File: config.mk
export PLATFORM = sky130hd
export DESIGN_NAME = rmw_mem_sequencer
export DESIGN_NICKNAME = d
export VERILOG_FILES = /design/src/rtl/rmw_mem_sequencer.sv
export SDC_FILE = /design/constraint.sdc
export NUM_CORES = 1
export LEC_CHECK = 0
export CAP_MARGIN = 0
export CELL_PAD_IN_SITES_DETAIL_PLACEMENT = 0
export CELL_PAD_IN_SITES_GLOBAL_PLACEMENT = 2
export CORE_MARGIN = 1
export CORE_UTILIZATION = 27
export CTS_BUF_LIST = sky130_fd_sc_hd__clkbuf_4
export CTS_CLUSTER_DIAMETER = 30
export DETAILED_ROUTE_END_ITERATION = 12
export MAX_ROUTING_LAYER = met4
export PLACE_DENSITY = 0.86
export RECOVER_POWER = 100
export SKIP_LAST_GASP = 1
export SLEW_MARGIN = 20
export SYNTH_ARGS = -nofsm -noshare
export SYNTH_HDL_FRONTEND = slang
export SYNTH_SLANG_ARGS = --single-unit
File: constraint.sdc
create_clock -name clk -period 2.6 [get_ports clk]
set_clock_uncertainty 0.15 [all_clocks]
set_input_delay 0.52 -clock clk [delete_from_list [all_inputs] [get_ports clk]]
set_output_delay 0.52 -clock clk [all_outputs]
set_load 0.005 [all_outputs]
File: src/rtl/rmw_mem_sequencer.sv
// Round-robin front end for a 1R/1W RAM; masked writes run as read-modify-write.
// Optional RMW_FULLMASK_BYPASS_EN: full-mask writes skip the read state.
module rmw_mem_sequencer #(
  parameter int ADDR_W = 3,
  parameter int DATA_W = 32,
  localparam int MASK_W = DATA_W / 8
) (
  input  logic              clk,
  input  logic              reset,
  input  logic              req0_valid,
  output logic              req0_ready,
  input  logic              req0_write,
  input  logic [ADDR_W-1:0] req0_addr,
  input  logic [DATA_W-1:0] req0_wdata,
  input  logic [MASK_W-1:0] req0_mask,
  input  logic              req1_valid,
  output logic              req1_ready,
  input  logic              req1_write,
  input  logic [ADDR_W-1:0] req1_addr,
  input  logic [DATA_W-1:0] req1_wdata,
  input  logic [MASK_W-1:0] req1_mask,
  output logic              resp_valid,
  output logic              resp_id,
  output logic [DATA_W-1:0] resp_rdata,
  output logic [ADDR_W-1:0] mem_raddr,
  input  logic [DATA_W-1:0] mem_rdata,
  output logic              mem_wen,
  output logic [ADDR_W-1:0] mem_waddr,
  output logic [DATA_W-1:0] mem_wdata,
  output logic              busy
);

  typedef enum logic [1:0] {IDLE, RD, WR} state_t;

  state_t            state;
  logic              last_grant;
  logic [ADDR_W-1:0] addr_q;
  logic [DATA_W-1:0] wdata_q;
  logic [MASK_W-1:0] mask_q;
  logic              write_q;
  logic              id_q;
  logic              bypass_q;
  logic [DATA_W-1:0] old_q;

  logic              gnt0;
  logic              gnt1;
  logic              sel_write;
  logic [ADDR_W-1:0] sel_addr;
  logic [DATA_W-1:0] sel_wdata;
  logic [MASK_W-1:0] sel_mask;
  logic              take_bypass;
  logic [DATA_W-1:0] bytemask;

  // Grant only in IDLE and never while reset is being sampled.
  always_comb begin
    gnt0 = 1'b0;
    gnt1 = 1'b0;
    if (state == IDLE && !reset) begin
      if (req0_valid && req1_valid) begin
        gnt0 = last_grant;
        gnt1 = !last_grant;
      end else begin
        gnt0 = req0_valid;
        gnt1 = req1_valid;
      end
    end
  end

  assign req0_ready = gnt0;
  assign req1_ready = gnt1;

  assign sel_write = gnt1 ? req1_write : req0_write;
  assign sel_addr  = gnt1 ? req1_addr  : req0_addr;
  assign sel_wdata = gnt1 ? req1_wdata : req0_wdata;
  assign sel_mask  = gnt1 ? req1_mask  : req0_mask;

`ifdef RMW_FULLMASK_BYPASS_EN
  assign take_bypass = sel_write && (&sel_mask);
`else
  assign take_bypass = 1'b0;
`endif

  always_comb begin
    bytemask = '0;
    for (int i = 0; i < MASK_W; i++) begin
      bytemask[8*i +: 8] = {8{mask_q[i]}};
    end
  end

  // With a full mask the merge reduces to wdata_q, so the bypass path shares it.
  assign mem_wdata = (old_q & ~bytemask) | (wdata_q & bytemask);
  assign mem_wen   = (state == WR) && (|mask_q) && !reset;
  assign mem_waddr = addr_q;
  assign mem_raddr = addr_q;
  assign busy      = (state != IDLE);

  always_ff @(posedge clk) begin
    if (reset) begin
      state      <= IDLE;
      last_grant <= 1'b1;
      resp_valid <= 1'b0;
      resp_id    <= 1'b0;
      resp_rdata <= '0;
      addr_q     <= '0;
      wdata_q    <= '0;
      mask_q     <= '0;
      write_q    <= 1'b0;
      id_q       <= 1'b0;
      bypass_q   <= 1'b0;
      old_q      <= '0;
    end else begin
      resp_valid <= 1'b0;
      case (state)
        IDLE: begin
          if (gnt0 || gnt1) begin
            addr_q     <= sel_addr;
            wdata_q    <= sel_wdata;
            mask_q     <= sel_mask;
            write_q    <= sel_write;
            id_q       <= gnt1;
            bypass_q   <= take_bypass;
            last_grant <= gnt1;
            state      <= take_bypass ? WR : RD;
          end
        end
        RD: begin
          old_q <= mem_rdata;
          if (write_q) begin
            state <= WR;
          end else begin
            state      <= IDLE;
            resp_valid <= 1'b1;
            resp_id    <= id_q;
            resp_rdata <= mem_rdata;
          end
        end
        WR: begin
          state      <= IDLE;
          resp_valid <= 1'b1;
          resp_id    <= id_q;
          resp_rdata <= bypass_q ? mem_rdata : old_q;
          if (bypass_q) old_q <= mem_rdata;
        end
        default: state <= IDLE;
      endcase
    end
  end

endmodule

# ---- Word-level counts from Yosys, hierarchy flattened
# Index checks and enable logic that the tools add are counted.
dict set report op_classes {
  eq_ne 4
  mux 18
  n_reduce_logical 14
  n_bitwise 5
}
# op n
set ops {}
lappend ops {{32-bit two-way mux} 3}
lappend ops {{32-bit AND} 2}
lappend ops {{32-bit case mux with 2 select lines} 1}
lappend ops {{32-bit inverter} 1}
lappend ops {{32-bit bitwise OR} 1}
lappend ops {{1-bit two-way mux} 7}
lappend ops {{2-bit AND reduction} 3}
lappend ops {{1-bit logical AND} 4}
lappend ops {{2-bit two-way mux} 2}
lappend ops {{4-bit two-way mux} 1}
lappend ops {{1-bit case mux with 2 select lines} 2}
lappend ops {{2-bit case mux with 2 select lines} 1}
lappend ops {{2-bit nonzero test} 2}
lappend ops {{4-bit OR reduction} 1}
lappend ops {{3-bit two-way mux} 1}
lappend ops {{2-bit by 1-bit == test with 1-bit output (second input constant)} 1}
lappend ops {{2-bit == test (second input constant)} 1}
lappend ops {{1-bit logical NOT} 2}
lappend ops {{2-bit logical NOT} 1}
lappend ops {{2-bit by 1-bit != test with 1-bit output (second input constant)} 1}
lappend ops {{2-bit != test (second input constant)} 1}
lappend ops {{1-bit logical OR} 1}
lappend ops {{1-bit inverter} 1}
dict set report totals {
  out_inout_bits 76
  elab_cells 52
  inputBits 116
  regBits 110
}

# ---- Logic depth before layout (Yosys ltp)
# Gate-level depths: netlist of run 1.
dict set report depth {
  depth_word 6
  ltp_mapped 9
  ltp_nobuf 5
}

# ---- Least setup slack after synthesis of run 1
# OpenSTA, ideal clock, no wires.
dict set report synth_timing {
  path_type {register to register}
  start {reg state[0]}
  end {reg resp_rdata[10]}
  slack_ps 742
  n_path_buf 4
  arrival_ps 1627
  synth_period_minus_slack_ps 1858
  required_time_ps 2369
  setup_ps 81
  stages_incl_launch_ff 10
  cell_sequence {dfxtp_1 > inv_1 > ha_1 > buf_6 > nor2b_4 > buf_6 > or2_1 > buf_2 > buf_6 > a211oi_2}
}
dict set report synth_between {
  elab_chain_cells 3
  word_cells_on_any_way 6
  cone_classes {3 x eq/ne; 1 x mux; 2 x reduce/logical}
}
# item line
set synth_lines {}
lappend synth_lines {{start, declared} 35} ;# state_t state;
lappend synth_lines {{start signal, assigned} 123} ;# state <= take_bypass ? WR : RD;
lappend synth_lines {{2-bit by 1-bit == test with 1-bit output or 2-bit == test (tied branches)} 113} ;# case (state)
lappend synth_lines {{2-bit != test (no source line) or 2-bit nonzero test (tied branches)} --}
lappend synth_lines {{2-bit AND reduction (no source line)} --}
lappend synth_lines {{end signal, assigned} 134} ;# resp_rdata <= mem_rdata;
lappend synth_lines {{end signal, assigned} 141} ;# resp_rdata <= bypass_q ? mem_rdata : old_q;
lappend synth_lines {{end, declared} 24} ;# output logic [DATA_W-1:0] resp_rdata,
# Several ways; a longest one is shown, not always the timed one.
# A chain may end at the register's enable or synchronous reset.

# ---- Final worst setup path of run 1
dict set report layout_timing {
  start {reg mask_q[3]}
  end {out mem_wdata[29]}
}
dict set report layout_between {
  elab_chain_cells 3
  word_cells_on_any_way 4
  cone_classes {4 x bitwise}
}
# item line
set layout_lines {}
lappend layout_lines {{start, declared} 39} ;# logic [MASK_W-1:0] mask_q;
lappend layout_lines {{start signal, assigned} 118} ;# mask_q <= sel_mask;
lappend layout_lines {{32-bit inverter} 91} ;# assign mem_wdata = (old_q & ~bytemask) | (wdata_q & bytemask);
lappend layout_lines {{32-bit AND} 91}
lappend layout_lines {{32-bit bitwise OR *} 91}
lappend layout_lines {{end, declared} 29} ;# output logic [DATA_W-1:0] mem_wdata,
# Mark *: on every way between the ends. The rest lies on a longest branch, timed or not.

==> results by group, run 1 <==
Detailed routing
  – Vias: approximately 5000
  – Initial DRT Pass Iterations: 5
  – Routed Antenna Nets: 0
  – WL final: 18590 um
  – Per-cell routed wire length: about 19 um
  – Vias per cell: roughly 5.0
  – # DRC: 0
  – Starting DRT DRC Count: roughly 210

Placed design
  – Placer congestion estimate: ~0.83
  – DP Cell Count: 979
  – IO buf count: approximately 190
  – Placed Area: between 0.007 and 0.008 mm2
  – Detail Placement HPWL: 12540 um

CTS
  – Clk_lat worst skew: 0.48 ns
  – # hold bufs at CTS: 0
  – Clock Tree Root: clkbuf_4
  – Clock buffer depth: 2
  – CTS tree: done
  – Clock Sinks: 110
  – Worst-path clk slew: 0.18 ns
  – TritonCTS Buffers: 9
  – Htree depth: 3

Global route
  – First-pass GRT wire length: 28240 um
  – Global route total overflow: 0
  – Overall routing resource usage: 0.1886
  – Number of global-route vias before repair: 4980
  – Initial antenna violation count: 1
  – Pin count of the biggest net entering global routing: 61

Yosys
  – Post-Synthesis Net Count: 689
  – Sequential-to-total area share from yosys stat: 0.4111
  – Post-synthesis sequential element count: 110
  – Synth unique cells: 34
  – Avg Inst Size Synth: 9.430 um2
  – Gate Count Post-Synth: 568
  – Mapped cell area: 0.005356 mm2
  – Syn. warnings: 0

Die
  – Core Region: 0.01946 mm2
  – Row Count: 51
  – Starting Density: 0.2752
  – Die height: around 140 um
  – Die W: 142.9 um
  – IO Pins: 192
  – Die area: ~0.02 mm2

Critical path
  – Buf/Inv on CP: 2
  – CP max stage delay: 0.45 ns
  – Worst setup SP type: register
  – Crit-path cells: buf_4 > mux2_2 > clkdlybuf4s50_1
  – CP max-delay cell: clkdlybuf4s50_1
  – R2R depth: 6
  – Top cell family by delay on the critical path: buffers and inverters
  – Kind of critical path: register to primary output
  – Arrival @ worst endpoint: around 1.8 ns
  – Register-to-register setup slack: 0.16 ns
  – Worst path depth: 3
  – WP data required: 1.93 ns
  – Worst setup EP type: primary output
  – Crit Path Max Fanout: 8

Flow run
  – Max Cap Viol: 0

Power and ir drop
  – Overall Power: 4.083 mW
  – VDD IR max: about 0.28 mV
  – PwrDens: 528.6 mW/mm2
  – Leakage Power: about 2.8 nW

STA
  – Slew @ Worst Pin: 1.007 ns
  – Slew Limit Fails: 0
  – Tmin final: 2.491 ns
  – Crit share post-route: 0.9580
  – Final count of hold timing violations: 0
  – F_max: between 400 and 500 MHz
  – Slew HR: 0.3285
  – Final setup vio count: 0
  – Worst hold slack: between 0.1 and 0.15 ns

Finish
  – Fill cell count: 1948
  – Post-route insts no fill: 1001
  – Register area: 0.002212 mm2
  – Final nets: about 850
  – Share of post-route cells with drive strength above 1: 0.1551
  – Layout Utilization: 0.3969
  – Synth-to-Final Area Change: 44.20%
  – Footprint of the multi-input gates: 0.002808 mm2
  – Design Area, Final: 0.007724 mm2

Worst hold path
  – Worst Hold Class: primary input to register
  – Hold path depth: 2

Run status
  – Status: finished clean
==> sequential cells by signal, indices dropped and copies added (netlist names), 2 cells and up <==
name,flops
mask_q,4
mem_raddr,3
old_q,32
resp_rdata,32
state,2
wdata_q,32
==> path summary, 6_finish.rpt <==
kind,to,start
min reg2reg,id_q,id_q
max,mem_wdata[29],mask_q[3]
min,resp_rdata[30],reset
max reg2reg,resp_rdata[31],state[0]
==> metrics by stage <==
stage                     setup TNS, ns  setup slack, ns
after detailed placement       -0.07930         -0.05665
after floorplan                       0           0.7422
after CTS                       -0.1058         -0.05441
after global routing          -0.004954        -0.004954
after global placement         -0.03819         -0.02057
final                                 0           0.1092
==> timing repair <==
item / in CTS / in global routing
resized for setup: 14 / 8
endpoints found under the setup margin: 26 / 25
setup buffers: 3 / 3
pin swaps: 1 / 0
==> synthesized netlist by cell type <==
library cell / n / share of area
o21ai_1: 1 / 0.00093
buf_6: 5 / 0.011
and3_1: 1 / 0.0012
inv_1: 2 / 0.0014
o21bai_1: 1 / 0.0014
nand2_1: 1 / 0.00070
mux2i_1: 65 / 0.12
and2_1: 1 / 0.0012
dfxtp_1: 110 / 0.41
nand4_1: 40 / 0.047
buf_2: 10 / 0.0093
nor3_1: 32 / 0.030
mux2_2: 32 / 0.067
nor3b_1: 3 / 0.0042
nand2b_1: 3 / 0.0035
inv_2: 1 / 0.00070
a211oi_1: 2 / 0.0028
nor4_1: 1 / 0.0012
a21oi_1: 2 / 0.0019
nand3_1: 40 / 0.037
a21boi_1: 1 / 0.0014
clkbuf_1: 44 / 0.031
nor2b_1: 2 / 0.0023
or3b_1: 1 / 0.0016
ha_1: 5 / 0.012
nor2_1: 36 / 0.025
buf_4: 3 / 0.0042
nor2b_4: 1 / 0.0026
mux2_1: 1 / 0.0021
buf_1: 8 / 0.0056
o21ai_0: 40 / 0.037
a31oi_1: 41 / 0.048
a211oi_2: 30 / 0.070
or2_1: 2 / 0.0023
==> per-layer routing <==
layer | part of all wire | GRT usage | up-vias | routed length, um
met3 | 0.073 | 0.05298 | 8 | 1366
met2 | 0.47 | 0.3070 | 178 | 8818
met4 | 0.0058 | 0.03735 | 0 | 108
met5 | 0 | - | - | 0
li1 | - | - | 2440 | -
met1 | 0.45 | 0.2325 | 2403 | 8295
==> cell families after synthesis <==
logic type                 synth area share
AOI/OAI and AO/OA                    0.1637
adders and majority gates           0.01168
buffers and inverters               0.06260
DFF                                  0.4111
muxes                                0.1908
and+or+nand+nor                      0.1600
==> cells in the final DEF, fill, tap and decap left out, types with 26 or more instances in the layout <==
cell	count
clkdlybuf4s50_1	142
dfxtp_1	106
mux2i_1	65
a31oi_1	41
nand3_1	40
nand4_1	40
o21ai_0	40
dlygate4sd3_1	40
nor2_1	35
mux2_2	32
nor3_1	32
buf_4	26
==> report_power, final <==
| group | switching (mW) | leakage, nW | internal (mW) |
|---|---|---|---|
| logic | 0.495 | 1.77 | 0.579 |
| clock network | 0.590 | 0.0971 | 0.498 |
| registers | 0.0886 | 0.906 | 1.83 |
| total | 1.17 | 2.78 | 2.91 |
==> cell type report <==
cell class,instances,share of cell area
multi-input combinational,385,0.3635
tap,265,0.04293
sequential,110,0.2864
antenna,1,0.0003240
inverter,3,0.001782
timing repair buffer,222,0.2814
clock inverter,5,0.01393
clock buffer,10,0.009720
Note: power is estimated with default switching activity, not from simulation.
==> run 2: changes to the inputs <==
--- a/config.mk
+++ b/config.mk
@@ -13,6 +13,7 @@
 export CTS_BUF_LIST = sky130_fd_sc_hd__clkbuf_4
 export CTS_CLUSTER_DIAMETER = 30
 export DETAILED_ROUTE_END_ITERATION = 12
+export GPL_ROUTABILITY_DRIVEN = 0
 export MAX_ROUTING_LAYER = met4
 export PLACE_DENSITY = 0.86
 export RECOVER_POWER = 100
==> results of run 2 <==
Same layout as run 1: the final DEF is identical, and so are final timing and power.
